===== src/rtl/dfr_reservoir_loop.sv =====
`default_nettype none
// ============================================================================
// Module      : dfr_reservoir_loop
// Description : Time-multiplexed delay loop of the hybrid DFR reservoir.
//               Each virtual node adds the masked input sample to its own
//               scaled state from the previous frame. The sum is saturated
//               into the 16-bit domain of the Mackey-Glass block and
//               presented on mg_din_o. One cycle later the nonlinearity
//               result is written back into the delay line and streamed out
//               as reservoir state.
// Revision    : 1.0 - initial release
// ============================================================================
module dfr_reservoir_loop #(
  parameter int VIRTUAL_NODES = 10,
  parameter int DATA_WIDTH    = 32,
  parameter int FB_SHIFT      = 1,
  parameter int IDX_W         = $clog2(VIRTUAL_NODES)
) (
  input  logic                  clk_i,
  input  logic                  rst_i,
  input  logic                  clear_i,
  input  logic                  in_valid_i,
  output logic                  in_ready_o,
  input  logic [DATA_WIDTH-1:0] in_data_i,
  output logic [DATA_WIDTH-1:0] mg_din_o,
  input  logic [DATA_WIDTH-1:0] mg_dout_i,
  output logic                  node_valid_o,
  output logic [IDX_W-1:0]      node_idx_o,
  output logic [DATA_WIDTH-1:0] node_data_o,
  output logic                  frame_done_o,
  output logic                  busy_o
);

  // Largest value the nonlinearity accepts on its input.
  localparam logic [DATA_WIDTH:0]   C_SAT_LIMIT = (DATA_WIDTH+1)'(17'h0_FFFF);
  localparam logic [DATA_WIDTH-1:0] C_SAT_VALUE = DATA_WIDTH'(16'hFFFF);
  localparam logic [IDX_W-1:0]      C_LAST_IDX  = IDX_W'(VIRTUAL_NODES - 1);

  typedef enum logic [0:0] {
    S_ACCEPT = 1'b0,
    S_EVAL   = 1'b1
  } state_t;

  state_t                r_state_q;
  logic [DATA_WIDTH-1:0] r_mem_q [VIRTUAL_NODES];
  logic [IDX_W-1:0]      r_idx_q;
  logic [DATA_WIDTH-1:0] r_mg_din_q;
  logic                  r_node_valid_q;
  logic [IDX_W-1:0]      r_node_idx_q;
  logic [DATA_WIDTH-1:0] r_node_data_q;
  logic                  r_frame_done_q;
  logic                  r_busy_q;

  logic [DATA_WIDTH-1:0] w_fb_d;
  logic [DATA_WIDTH:0]   w_sum_d;
  logic [DATA_WIDTH-1:0] w_mg_din_d;
  logic [IDX_W-1:0]      w_idx_d;
  logic                  w_last_d;

  // Feedback path: scaled previous-frame state of the current node plus the
  // new sample, clamped to the nonlinearity's 16-bit input range. The read
  // happens before the EVAL write, so the node sees last frame's value.
  always_comb begin
    w_fb_d     = r_mem_q[r_idx_q] >> FB_SHIFT;
    w_sum_d    = {1'b0, in_data_i} + {1'b0, w_fb_d};
    w_mg_din_d = (w_sum_d > C_SAT_LIMIT) ? C_SAT_VALUE : w_sum_d[DATA_WIDTH-1:0];
    w_last_d   = (r_idx_q == C_LAST_IDX);
    w_idx_d    = w_last_d ? '0 : r_idx_q + 1'b1;
  end

  // Accept/evaluate sequencer with delay-line write-back and output capture.
  // rst and clear share one flush path; they only differ in in_ready_o.
  always_ff @(posedge clk_i) begin
    if (rst_i || clear_i) begin
      r_state_q      <= S_ACCEPT;
      r_idx_q        <= '0;
      r_mg_din_q     <= '0;
      r_node_valid_q <= 1'b0;
      r_node_idx_q   <= '0;
      r_node_data_q  <= '0;
      r_frame_done_q <= 1'b0;
      r_busy_q       <= 1'b0;
      for (int i = 0; i < VIRTUAL_NODES; i++) begin
        r_mem_q[i] <= '0;
      end
    end else begin
      r_node_valid_q <= 1'b0;
      r_frame_done_q <= 1'b0;
      case (r_state_q)
        S_ACCEPT: begin
          if (in_valid_i) begin
            r_mg_din_q <= w_mg_din_d;
            r_busy_q   <= 1'b1;
            r_state_q  <= S_EVAL;
          end
        end
        S_EVAL: begin
          r_mem_q[r_idx_q] <= mg_dout_i;
          r_node_data_q    <= mg_dout_i;
          r_node_idx_q     <= r_idx_q;
          r_node_valid_q   <= 1'b1;
          r_frame_done_q   <= w_last_d;
          r_idx_q          <= w_idx_d;
          r_busy_q         <= 1'b0;
          r_state_q        <= S_ACCEPT;
        end
        default: begin
          r_busy_q  <= 1'b0;
          r_state_q <= S_ACCEPT;
        end
      endcase
    end
  end

  // Ready is withheld while reset is asserted so nothing is taken during it.
  assign in_ready_o   = (r_state_q == S_ACCEPT) && !rst_i;
  assign mg_din_o     = r_mg_din_q;
  assign node_valid_o = r_node_valid_q;
  assign node_idx_o   = r_node_idx_q;
  assign node_data_o  = r_node_data_q;
  assign frame_done_o = r_frame_done_q;
  assign busy_o       = r_busy_q;

endmodule
`default_nettype wire


===== config.mk =====
export PLATFORM = sky130hd
export DESIGN_NAME = dfr_reservoir_loop
export DESIGN_NICKNAME = d
export VERILOG_FILES = /design/src/rtl/dfr_reservoir_loop.sv
export SDC_FILE = /design/constraint.sdc
export NUM_CORES = 1
export LEC_CHECK = 0
export ABC_AREA = 1
export CAP_MARGIN = 20
export CORE_UTILIZATION = 40
export DETAILED_ROUTE_END_ITERATION = 12
export PLACE_DENSITY_LB_ADDON = 0.05
export SYNTH_ARGS = -nofsm -noshare
export SYNTH_HDL_FRONTEND = slang
export SYNTH_SLANG_ARGS = --single-unit

===== constraint.sdc =====
create_clock -name clk_i -period 4.88 [get_ports clk_i]
set_input_delay 0.732 -clock clk_i [delete_from_list [all_inputs] [get_ports clk_i]]
set_output_delay 0.732 -clock clk_i [all_outputs]
set_load 0.01 [all_outputs]

Word-level counts from Yosys, hierarchy flattened:

Memories as Yosys holds them, arrays and structs flattened. A register that Yosys moved wholly into a read port is not among the register bits.
Index checks and enable logic that the tools add are counted.

* reduce and logical (&&, ||, !) cells: 6
* multipliers: 0
* order comparisons: 1
* eq/ne operators: 2
* divide/modulo/power cells: 0
* shift operators: 0
* bitwise gates (word level): 1
* muxes and demuxes: 16
* add/sub/neg operators: 2

Operators by type and width (number)
* $mux 32: 2
* $add 32x31->33: 1
* $gt 33x16->1 const B: 1
* $reduce_or 32->1: 1
* $mux 4: 4
* $mux 1: 8
* $add 4x1->4 const B: 1
* $eq 4x4->1 const B: 1
* $pmux 1 s2: 2
* $ne 2x2->1 const B: 1
* $reduce_and 2->1: 1
* $reduce_or 2->1: 1
* $logic_and 1x1->1: 1
* $logic_not 1->1: 1
* $logic_or 1x1->1: 1
* $not 1->1: 1

* bits in writable memories: 320
* input bits: 68
* ROM bits: 0
* memories kept: 1
* latch bits: 0
* flip-flop bits (word level): 76

Memory list
* r_mem_q: depth 10, width 32, rd ports 1, clocked after memory_dff 1, wr ports 10, RTL line 45 `logic [DATA_WIDTH-1:0] r_mem_q [VIRTUAL_NODES];`

Depth between registers and ports, before layout:

* depth after elaboration: 5
* mapped depth: 28
* depth with buffers taken out: 25

Worst setup path before layout:

No wires, ideal clock.

* path kind: input -> register
* from: in clear_i
* to: mem r_mem_q[11][10] (enable)
* data required time: 4.422 ns
* stages: 7
* data arrival time: 3.771 ns
* path slack: 0.651 ns
* library setup time: 0.458 ns
* cells stage by stage: nor2_1 > inv_2 > nor2_4 > inv_1 > buf_2 > clkbuf_1 > nor3_1

RTL lines
* start: declaration: RTL line 21 `input logic clear_i,`
* end: declaration: RTL line 45

==> flow_metrics.env <==
export IMPL_area_growth_syn_to_layout_pct=17.6
export IMPL_dieHeight_um=259
export IMPL_ys_seq_area_share_pct=62.6
export IMPL_gp_congestion=0.863
export IMPL_clk_pin_slew_ns=0.06
export IMPL_final_antenna_net_count=0
export IMPL_drtIter0Drc=1622
export IMPL_grt_pass1_vias=18200
export IMPL_htreeDepth=2
export IMPL_cts_resized=0
export IMPL_postCtsSetupRepairBufs=0
export IMPL_place_ws_ns=0.307
export IMPL_hold_class="register to register"
export IMPL_die_area_sq_mm=0.0670
export IMPL_synth_flop_cell="edfxtp_1"
export IMPL_vdd_drop_max_mv=0.257
export IMPL_synth_edf_count=496
export IMPL_grt_pass1_wl_um=117000
export IMPL_p_seq_share_pct=50.1
export IMPL_numPortBuffers=139
export IMPL_p_clk_share_pct=42.8
export IMPL_clk_latency_ns=0.63
export IMPL_critPathLaunchType="register"
export IMPL_die_x_um=259
export IMPL_drc=0
export IMPL_core_sq_mm=0.0648
export IMPL_power_w=0.0109
export IMPL_rows=93
export IMPL_hold_slack_ns=0.440
export IMPL_hold_start="mg_din_o[19]$_SDFFE_PP0P_"
export IMPL_dpl_cell_area_sq_mm=0.0290
export IMPL_post_route_period_util_pct=95.6
export IMPL_grt_overflow_total=0
export IMPL_cts_buffers=60
export IMPL_start_util_pct=40.7
export IMPL_switching_share_pct=22.7
export IMPL_crit_slowest_cell="dfxtp_4"
export IMPL_crit_type="register to register"
export IMPL_clk_path_buf_depth=3
export IMPL_grt_total_usage_pct=23.3
export IMPL_slowest_delay_ns=0.79
export IMPL_top_layer="met4"
export IMPL_synth_cell_types=37
export IMPL_async_reset_ff_share_pct=0
export IMPL_fin_area_sq_mm=0.0310
export IMPL_via_per_inst=5.15
export IMPL_cts_root_buf="clkbuf_16"
export IMPL_cts_tree="yes"
export IMPL_antenna_cells=0
export IMPL_outcome="finished, final reports clean"
export IMPL_crit_chain="buf_4, mux2i_1, o21ai_0, o211ai_1, nand2_1, ha_1, nand2_2, nor2_1, nand3_1, nand3_1, nand2_1, nand2_1, nand2_1, nand2_1, nand3_1, nor2_1, nand2_1, nor2_4, buf_12, nand3_1, nand2_1, inv_1"
export IMPL_grt_max_degree=80
export IMPL_layout_commonest_cell="edfxtp_1"
export IMPL_hold_violations=0
export IMPL_met2_length_um=35200
export IMPL_p_leak_nw=11.6
export IMPL_slew_headroom_pct=39.0
export IMPL_critPathMostFrequentCell="nand2_1"
export IMPL_p_int_w=0.00844
export IMPL_synth_area_sq_mm=0.0264
export IMPL_drt_pass1_iter_count=5
export IMPL_avgRoutedWirePerCell_um=21.5
export IMPL_ys_warn_count=0
export IMPL_fin_skew_ns=0.0232
export IMPL_end_kind="register"
export IMPL_finalMaxSlewViolations=0
export IMPL_synth_area_per_cell_sq_um=10.2
export IMPL_fill_cells=5994
export IMPL_synth_seq_cells=576
export IMPL_fin_tns_setup_ns=0
export IMPL_rsz0062_at_grt="false"
export IMPL_cap_violations=0
export IMPL_ios=140
export IMPL_postSynthCellCount=2580
export IMPL_wl_met3_um=4640
export IMPL_clock_sinks=576
export IMPL_netSwitchingPower_w=0.00248
export IMPL_required_ns=5.40
export IMPL_r2r_setup_slack_ns=0.21
export IMPL_fin_ws_ns=0.215
export IMPL_dpl_hpwl_um=52200
export IMPL_period_minus_slack_ns=4.67
export IMPL_worst_pin_slew_ns=0.913
export IMPL_met1_length_um=36700
export IMPL_vias=18600
export IMPL_routed_wl_um=77900
export IMPL_grt_antenna_before_repair=0
export IMPL_combPwrFrac_pct=7.1
export IMPL_cp_max_fo=40
export IMPL_synth_nets=2680
export IMPL_final_nets=2815
export IMPL_crit_arrival_ns=5.19
export IMPL_layout_common_cells="edfxtp_1, nor2_1, nand2_1"
export IMPL_timing_fmax_mhz=214
export IMPL_final_layout_size_suffix_gt1_share_pct=7.52
export IMPL_ctsHoldBuffers=0
export IMPL_powerDensity_mw_per_mm2=352
export IMPL_setup_viol=0
critical path: cells and delay by family (launching register included):
| family | cells | cell delay (ns) |
|---|---|---|
| AOI/OAI and AO/OA | 2 | 0.51 |
| adders and majority gates | 1 | 0.43 |
| buffers and inverters | 3 | 0.60 |
| DFF | 1 | 0.79 |
| muxes | 1 | 0.21 |
| and+or+nand+nor | 15 | 1.98 |
cell usage after synthesis (8+ instances only):
cell	number	area (sq um)
o211ai_1	125	938
nand2_1	365	1370
dfxtp_1	80	1600
xor2_1	13	114
clkbuf_1	80	300
mux2i_1	124	1240
a21oi_1	147	736
nor2_1	437	1640
inv_1	293	1100
nor2_2	8	50.1
o21ai_0	173	866
ha_1	31	388
nand3_1	63	315
clkinv_1	32	120
edfxtp_1	496	14900
nand3_2	10	100
buf_2	14	70.1
buf_1	36	135
per-layer routing:
layer,up-vias,global-route usage [%]
met2,496,37.0
met4,0,5.14
met5,-,0
met1,9057,33.7
met3,94,3.60
li1,8992,-
power by group through the flow:
stage               Sequential [W]  Clock [W]  Combinational, W
floorplan                  0.00557          0          0.000448
detailed placement         0.00558          0          0.000774
global route               0.00548    0.00493          0.000847
global placement           0.00557          0          0.000778
CTS                        0.00547    0.00477          0.000778
finish                     0.00547    0.00468          0.000772
logic make-up (layout without fill, tap and decap cells):
family | Yosys count | count (layout) | synth area share [%]
flip-flops | 576 | 576 | 62.6
buffers and inverters | 462 | 647 | 6.71
adder cells (fa/ha/maj) | 32 | 32 | 1.55
AND/OR/NAND/NOR | 920 | 920 | 14.2
XOR/XNOR | 15 | 15 | 0.498
AO/OA/AOI/OAI | 451 | 451 | 9.80
multiplexers | 124 | 124 | 4.71
layout make-up:
| class | count | area (sq um) | share of cell area [%] |
|---|---|---|---|
| clock buffer | 77 | 1660 | 5.34 |
| inverter | 330 | 1240 | 4.00 |
| multi-input combinational | 1542 | 8160 | 26.3 |
| timing repair buffer | 205 | 2010 | 6.49 |
| clock inverter | 35 | 355 | 1.15 |
| tap | 855 | 1070 | 3.45 |
| sequential | 576 | 16500 | 53.2 |
sequential cells by signal, indices dropped and copies added (netlist names), named ones only:
signal        flops
r_state_q         1
frame_done_o      1
r_mem_q         496
mg_din_o         32
node_data_o      32
busy_o            1
node_idx_o        4
r_idx_q           4
node_valid_o      1
worst paths after layout:
check	cells past startpoint	to
max reg2reg	22	mg_din_o[14]$_SDFFE_PP0P_
min reg2reg	2	mg_din_o[19]$_SDFFE_PP0P_
max	22	mg_din_o[14]$_SDFFE_PP0P_
min	2	mg_din_o[19]$_SDFFE_PP0P_
metrics by stage:
step | instances | utilization, %
3_3_place_gp | 3508 | 44.7
4_1_cts | 3620 | 47.8
5_1_grt | 3620 | 47.8
6_report | 3620 | 47.8
3_5_place_dp | 3508 | 44.7
2_1_floorplan | 2580 | -
(Power assumes the default switching activity.)
==> variant 1: new RTL, same settings <==
Compare `r_idx_q` against `C_LAST_IDX` with >= in place of ==.
--- a/src/rtl/dfr_reservoir_loop.sv
+++ b/src/rtl/dfr_reservoir_loop.sv
@@ -66,3 +66,3 @@
     w_mg_din_d = (w_sum_d > C_SAT_LIMIT) ? C_SAT_VALUE : w_sum_d[DATA_WIDTH-1:0];
-    w_last_d   = (r_idx_q == C_LAST_IDX);
+    w_last_d   = (r_idx_q >= C_LAST_IDX);
     w_idx_d    = w_last_d ? '0 : r_idx_q + 1'b1;
Check against the original RTL: no difference found for any inputs over 4 cycles, from zero or initial values; that may be too few to reach the edited logic, so the function may still have changed.
==> variant 1 against the original RTL <==
  * First-iteration DRC count shrank 15%
  * Design area shrank 0.18%
  * Sequential cell count is the same
  * Routed wire length grew 4.9%
  * Worst setup slack gained 0.20 ns
  * Sequential power is essentially flat
  * Area after synthesis is essentially flat
  * Power grew 1.5%
==> variant 1: results (changes against the original RTL) <==
\begin{tabular}{lr}
\hline
Metric & Value \\
\hline
\multicolumn{2}{l}{\textbf{Run status}} \\
Outcome & complete, no violations \\
\multicolumn{2}{l}{\textbf{Cells and area}} \\
Final Core Density & 0.478 (-0.000849) \\
Non-filler instance count after layout & 3581 (-1.1\%) \\
Share of layout cells above drive strength 1 & 0.0697 (-0.00553) \\
Number of nets in the layout & 2777 (-1.3\%) \\
\multicolumn{2}{l}{\textbf{Global routing}} \\
Vias in the first global route & 18.5k (+1.4\%) \\
First-pass GRT wire length & 121000 µm (+3.5\%) \\
Largest net degree at the start of global routing & 86 (+7.5\%) \\
Global router's overall resource usage & 0.245 (+0.0120) \\
Initial antenna violation count & 3 (+3) \\
\multicolumn{2}{l}{\textbf{STA}} \\
Headroom to the max-slew limit & 0.343 (-0.0472) \\
Post-Route Skew & 0.0310 ns (+0.00787 ns) \\
\multicolumn{2}{l}{\textbf{Synthesis}} \\
Synth cell count leaders & sky130\_fd\_sc\_hd\_\_edfxtp\_1 (496), sky130\_fd\_sc\_hd\_\_nor2\_1 (394), sky130\_fd\_sc\_hd\_\_nand2\_1 (368) \\
Part of the Yosys area used for sequential elements & 0.625 (about the same) \\
Number of nets in the synthesized netlist & 2675 (-0.19\%) \\
Leading cell types by total area after synthesis & sky130\_fd\_sc\_hd\_\_edfxtp\_1 (56\%), sky130\_fd\_sc\_hd\_\_dfxtp\_1 (6.1\%), sky130\_fd\_sc\_hd\_\_nor2\_1 (5.6\%), sky130\_fd\_sc\_hd\_\_nand2\_1 (5.2\%), sky130\_fd\_sc\_hd\_\_mux2i\_1 (4.7\%) \\
Average cell area after synthesis & 10.3 µm² (+0.32\%) \\
\multicolumn{2}{l}{\textbf{Power and ir drop}} \\
Static power due to leakage & 11.5 nW (-0.77\%) \\
Max VDD drop & 0.232 mV (-9.9\%) \\
\multicolumn{2}{l}{\textbf{Clock network}} \\
Clock Latency Late Sink & 0.60 ns (-0.03 ns) \\
CTS buffer count & 67 (+12\%) \\
H-tree lvl count & 3 (+1) \\
\multicolumn{2}{l}{\textbf{Critical path}} \\
Highest-delay cell along the critical path & sky130\_fd\_sc\_hd\_\_inv\_4 \\
Top fanout value on the critical path & 48 (+20\%) \\
Data arrival at the endpoint of the critical path & 4.96 ns (-0.23 ns) \\
\multicolumn{2}{l}{\textbf{Route}} \\
Post-DR vias/cell & 5.27 (+2.3\%) \\
Number of DRC violations after detailed-routing iteration 0 & 1386 (-15\%) \\
\multicolumn{2}{l}{\textbf{Placement}} \\
Final estimated routing congestion in global placement & 0.891 (+3.3\%) \\
Standard cell area after detailed placement & 0.0288 mm² (-0.59\%) \\
Placed Cells incl. Taps & 3460 (-1.4\%) \\
\hline
\end{tabular}
## variant 1: changes by cell type after synthesis, moves of 7 or more
cell,change
sky130_fd_sc_hd__nor2_1,-43
sky130_fd_sc_hd__clkbuf_1,+54
sky130_fd_sc_hd__nand3_1,+43
sky130_fd_sc_hd__nand3_2,-9
sky130_fd_sc_hd__buf_1,-19
sky130_fd_sc_hd__inv_1,-14
sky130_fd_sc_hd__o21ai_0,-7
sky130_fd_sc_hd__clkinv_1,-31
## variant 1: layout make-up
class                      instances  area share
timing repair buffer             199      0.0640
multi-input combinational       1541       0.264
sequential                       576       0.533
clock buffer                     101      0.0620
clock inverter                    20     0.00675
inverter                         289      0.0351
tap                              855      0.0346
## variant 1: report_power, final
group          switching (mW)  internal [mW]
clock network            1.99           2.89
logic                   0.484          0.254
registers              0.0362           5.44
total                    2.51           8.58
## variant 1: worst paths after layout
check                                 start  cells after the start                         to  slack (ns)
setup reg to reg                       flop                     21   mg_din_o[2]$_SDFFE_PP0P_        0.41
hold reg to reg   mg_din_o[31]$_SDFFE_PP0P_                      2  mg_din_o[31]$_SDFFE_PP0P_        0.44
hold / removal    mg_din_o[31]$_SDFFE_PP0P_                      2  mg_din_o[31]$_SDFFE_PP0P_        0.44
setup / recovery                       flop                     21   mg_din_o[2]$_SDFFE_PP0P_        0.41
## variant 1: kinds of logic after synthesis
family,after synthesis,share of synthesized area
AOI/OAI and AO/OA,449,0.0976
adders and majority gates,35,0.0169
xor gates and xnor gates,14,0.00465
muxes,124,0.0471
buffers and inverters,455,0.0659
DFF,576,0.625
and+or+nand+nor,919,0.142
## variant 1: routing by layer
| layer | global-route usage | routed length [µm] |
|---|---|---|
| met3 | 0.0293 | 4020 |
| met5 | 0 | 7 |
| met1 | 0.343 | 37000 |
| met2 | 0.397 | 38500 |
| met4 | 0.0787 | 2180 |
==> variant 2: new RTL, config.mk and constraints unchanged <==
Without the edit above. The parameter `DATA_WIDTH` goes from 32 to 48.
--- a/src/rtl/dfr_reservoir_loop.sv
+++ b/src/rtl/dfr_reservoir_loop.sv
@@ -14,3 +14,3 @@
   parameter int VIRTUAL_NODES = 10,
-  parameter int DATA_WIDTH    = 32,
+  parameter int DATA_WIDTH    = 48,
   parameter int FB_SHIFT      = 1,
Interface: changed (resized in_data_i, mg_din_o, mg_dout_i and node_data_o); port bits go from 140 to 204. No check against the original RTL was run, so the function may have changed too.
==> variant 2 against the original RTL <==
  * Critical path depth grew 1
  * Utilization shrank 0.27 points
  * Largest power group unchanged
  * Largest cell class unchanged
  * Sequential cell count grew 288
  * Worst setup slack gained 0.19 ns
  * Power grew 53%
  * Routed wire length grew 64%
  * Design area grew 51%
  * Area after synthesis grew 51%
==> variant 2: results (changes against the original RTL) <==
\begin{tabular}{lr}
\hline
Metric & Value \\
\hline
\multicolumn{2}{l}{\textbf{Power and ir drop}} \\
Design internal power & 12.8 mW (+52\%) \\
Combinational gate power & 1.17 mW (+52\%) \\
Max VDD drop & 0.268 mV (+4.5\%) \\
\multicolumn{2}{l}{\textbf{Cells and area}} \\
Multi-input logic portion of the cell area & 0.266 (+0.00281) \\
Number of multi-input logic gates & 2340 (+52\%) \\
Number of logic inverters in the finished layout & 420 (+27\%) \\
Non-clock buffer count in the final layout & 303 (+48\%) \\
Share of layout cells above drive strength 1 & 0.0817 (+0.00649) \\
\multicolumn{2}{l}{\textbf{Route}} \\
Sum of met3 wire segment lengths after detailed routing & 7260 µm (+56\%) \\
Met2 wire length & 59900 µm (+70\%) \\
Metal-1 WL & 57800 µm (+58\%) \\
Number of DRC violations after detailed-routing iteration 0 & 2334 (+44\%) \\
Via total after detailed routing & 28.4k (+52\%) \\
Post-detailed-routing wire length & 128000 µm (+64\%) \\
\multicolumn{2}{l}{\textbf{Run status}} \\
Outcome & complete, no violations \\
\multicolumn{2}{l}{\textbf{Critical path}} \\
Delay contributed by the slowest stage of the critical path & 0.59 ns (-0.20 ns) \\
Data arrival at the endpoint of the critical path & 5.05 ns (-0.14 ns) \\
\multicolumn{2}{l}{\textbf{Global routing}} \\
Met2 global-route usage & 0.411 (+0.0415) \\
Met3 routing resource usage after global routing & 0.0383 (+0.00235) \\
Global router's overall resource usage & 0.252 (+0.0186) \\
First-pass GRT wire length & 183000 µm (+57\%) \\
Largest net degree at the start of global routing & 60 (-25\%) \\
Global-route met1 utilization & 0.350 (+0.0131) \\
\multicolumn{2}{l}{\textbf{Floorplanning}} \\
Tapcells & 1287 (+51\%) \\
\multicolumn{2}{l}{\textbf{Synthesis}} \\
Xor and xnor fraction of the mapped netlist area & 0.00264 (-0.00234) \\
Number of enable flip-flop cells after synthesis & 752 (+52\%) \\
Multiplexer area fraction after synthesis & 0.0473 (+0.000272) \\
Leading cell types by total area after synthesis & sky130\_fd\_sc\_hd\_\_edfxtp\_1 (57\%), sky130\_fd\_sc\_hd\_\_nor2\_1 (5.6\%), sky130\_fd\_sc\_hd\_\_dfxtp\_1 (5.6\%), sky130\_fd\_sc\_hd\_\_nand2\_1 (5.2\%), sky130\_fd\_sc\_hd\_\_mux2i\_1 (4.7\%) \\
Part of the Yosys area used for sequential elements & 0.624 (-0.00107) \\
Post-synthesis compound-gate area fraction & 0.101 (+0.00334) \\
\multicolumn{2}{l}{\textbf{Clock network}} \\
Clock Latency Late Sink & 0.69 ns (+0.06 ns) \\
CTS buffer count & 98 (+63\%) \\
\multicolumn{2}{l}{\textbf{Placement}} \\
Worst setup timing slack at the placement stage & 0.324 ns (+0.0165 ns) \\
Final HPWL DP & 77900 µm (+49\%) \\
\multicolumn{2}{l}{\textbf{STA}} \\
Slew of the pin with the lowest slew margin & 1.09 ns (+0.176 ns) \\
\hline
\end{tabular}
## variant 2: cell count changes after synthesis, moves of 30 or more
cell	unedited run	this run
sky130_fd_sc_hd__nand3_1	63	152
sky130_fd_sc_hd__dfxtp_1	80	112
sky130_fd_sc_hd__o211ai_1	125	190
sky130_fd_sc_hd__nand2_1	365	552
sky130_fd_sc_hd__clkinv_1	32	2
sky130_fd_sc_hd__nor2_1	437	598
sky130_fd_sc_hd__edfxtp_1	496	752
sky130_fd_sc_hd__clkbuf_1	80	209
sky130_fd_sc_hd__o21ai_0	173	252
sky130_fd_sc_hd__mux2i_1	124	188
sky130_fd_sc_hd__inv_1	293	409
sky130_fd_sc_hd__a21oi_1	147	237
## variant 2: worst max-delay path by stage
stage | start | to | slack, ns | depth (start not counted)
2_1_floorplan | r_idx_q[3]$_SDFFE_PP0P_ | r_mem_q[8][10]$_SDFFCE_PN0P_ | 0.08 | 7
3_3_place_gp | flop | mg_din_o[9]$_SDFFE_PP0P_ | 0.33 | 24
3_5_place_dp | flop | mg_din_o[4]$_SDFFE_PP0P_ | 0.32 | 24
4_1_cts | flop | mg_din_o[4]$_SDFFE_PP0P_ | 0.30 | 20
5_1_grt | flop | mg_din_o[1]$_SDFFE_PP0P_ | 0.05 | 24
6_report | flop | mg_din_o[4]$_SDFFE_PP0P_ | 0.41 | 23
## variant 2: cell families (layout without fill, tap and decap cells)
logic type               Yosys count  after routing
other                              0              2
XOR/XNOR                          12             12
AO/OA/AOI/OAI                    698            698
multiplexers                     188            188
buffers and inverters            678            908
AND/OR/NAND/NOR                 1394           1394
adder cells (fa/ha/maj)           48             48
flip-flops                       864            864
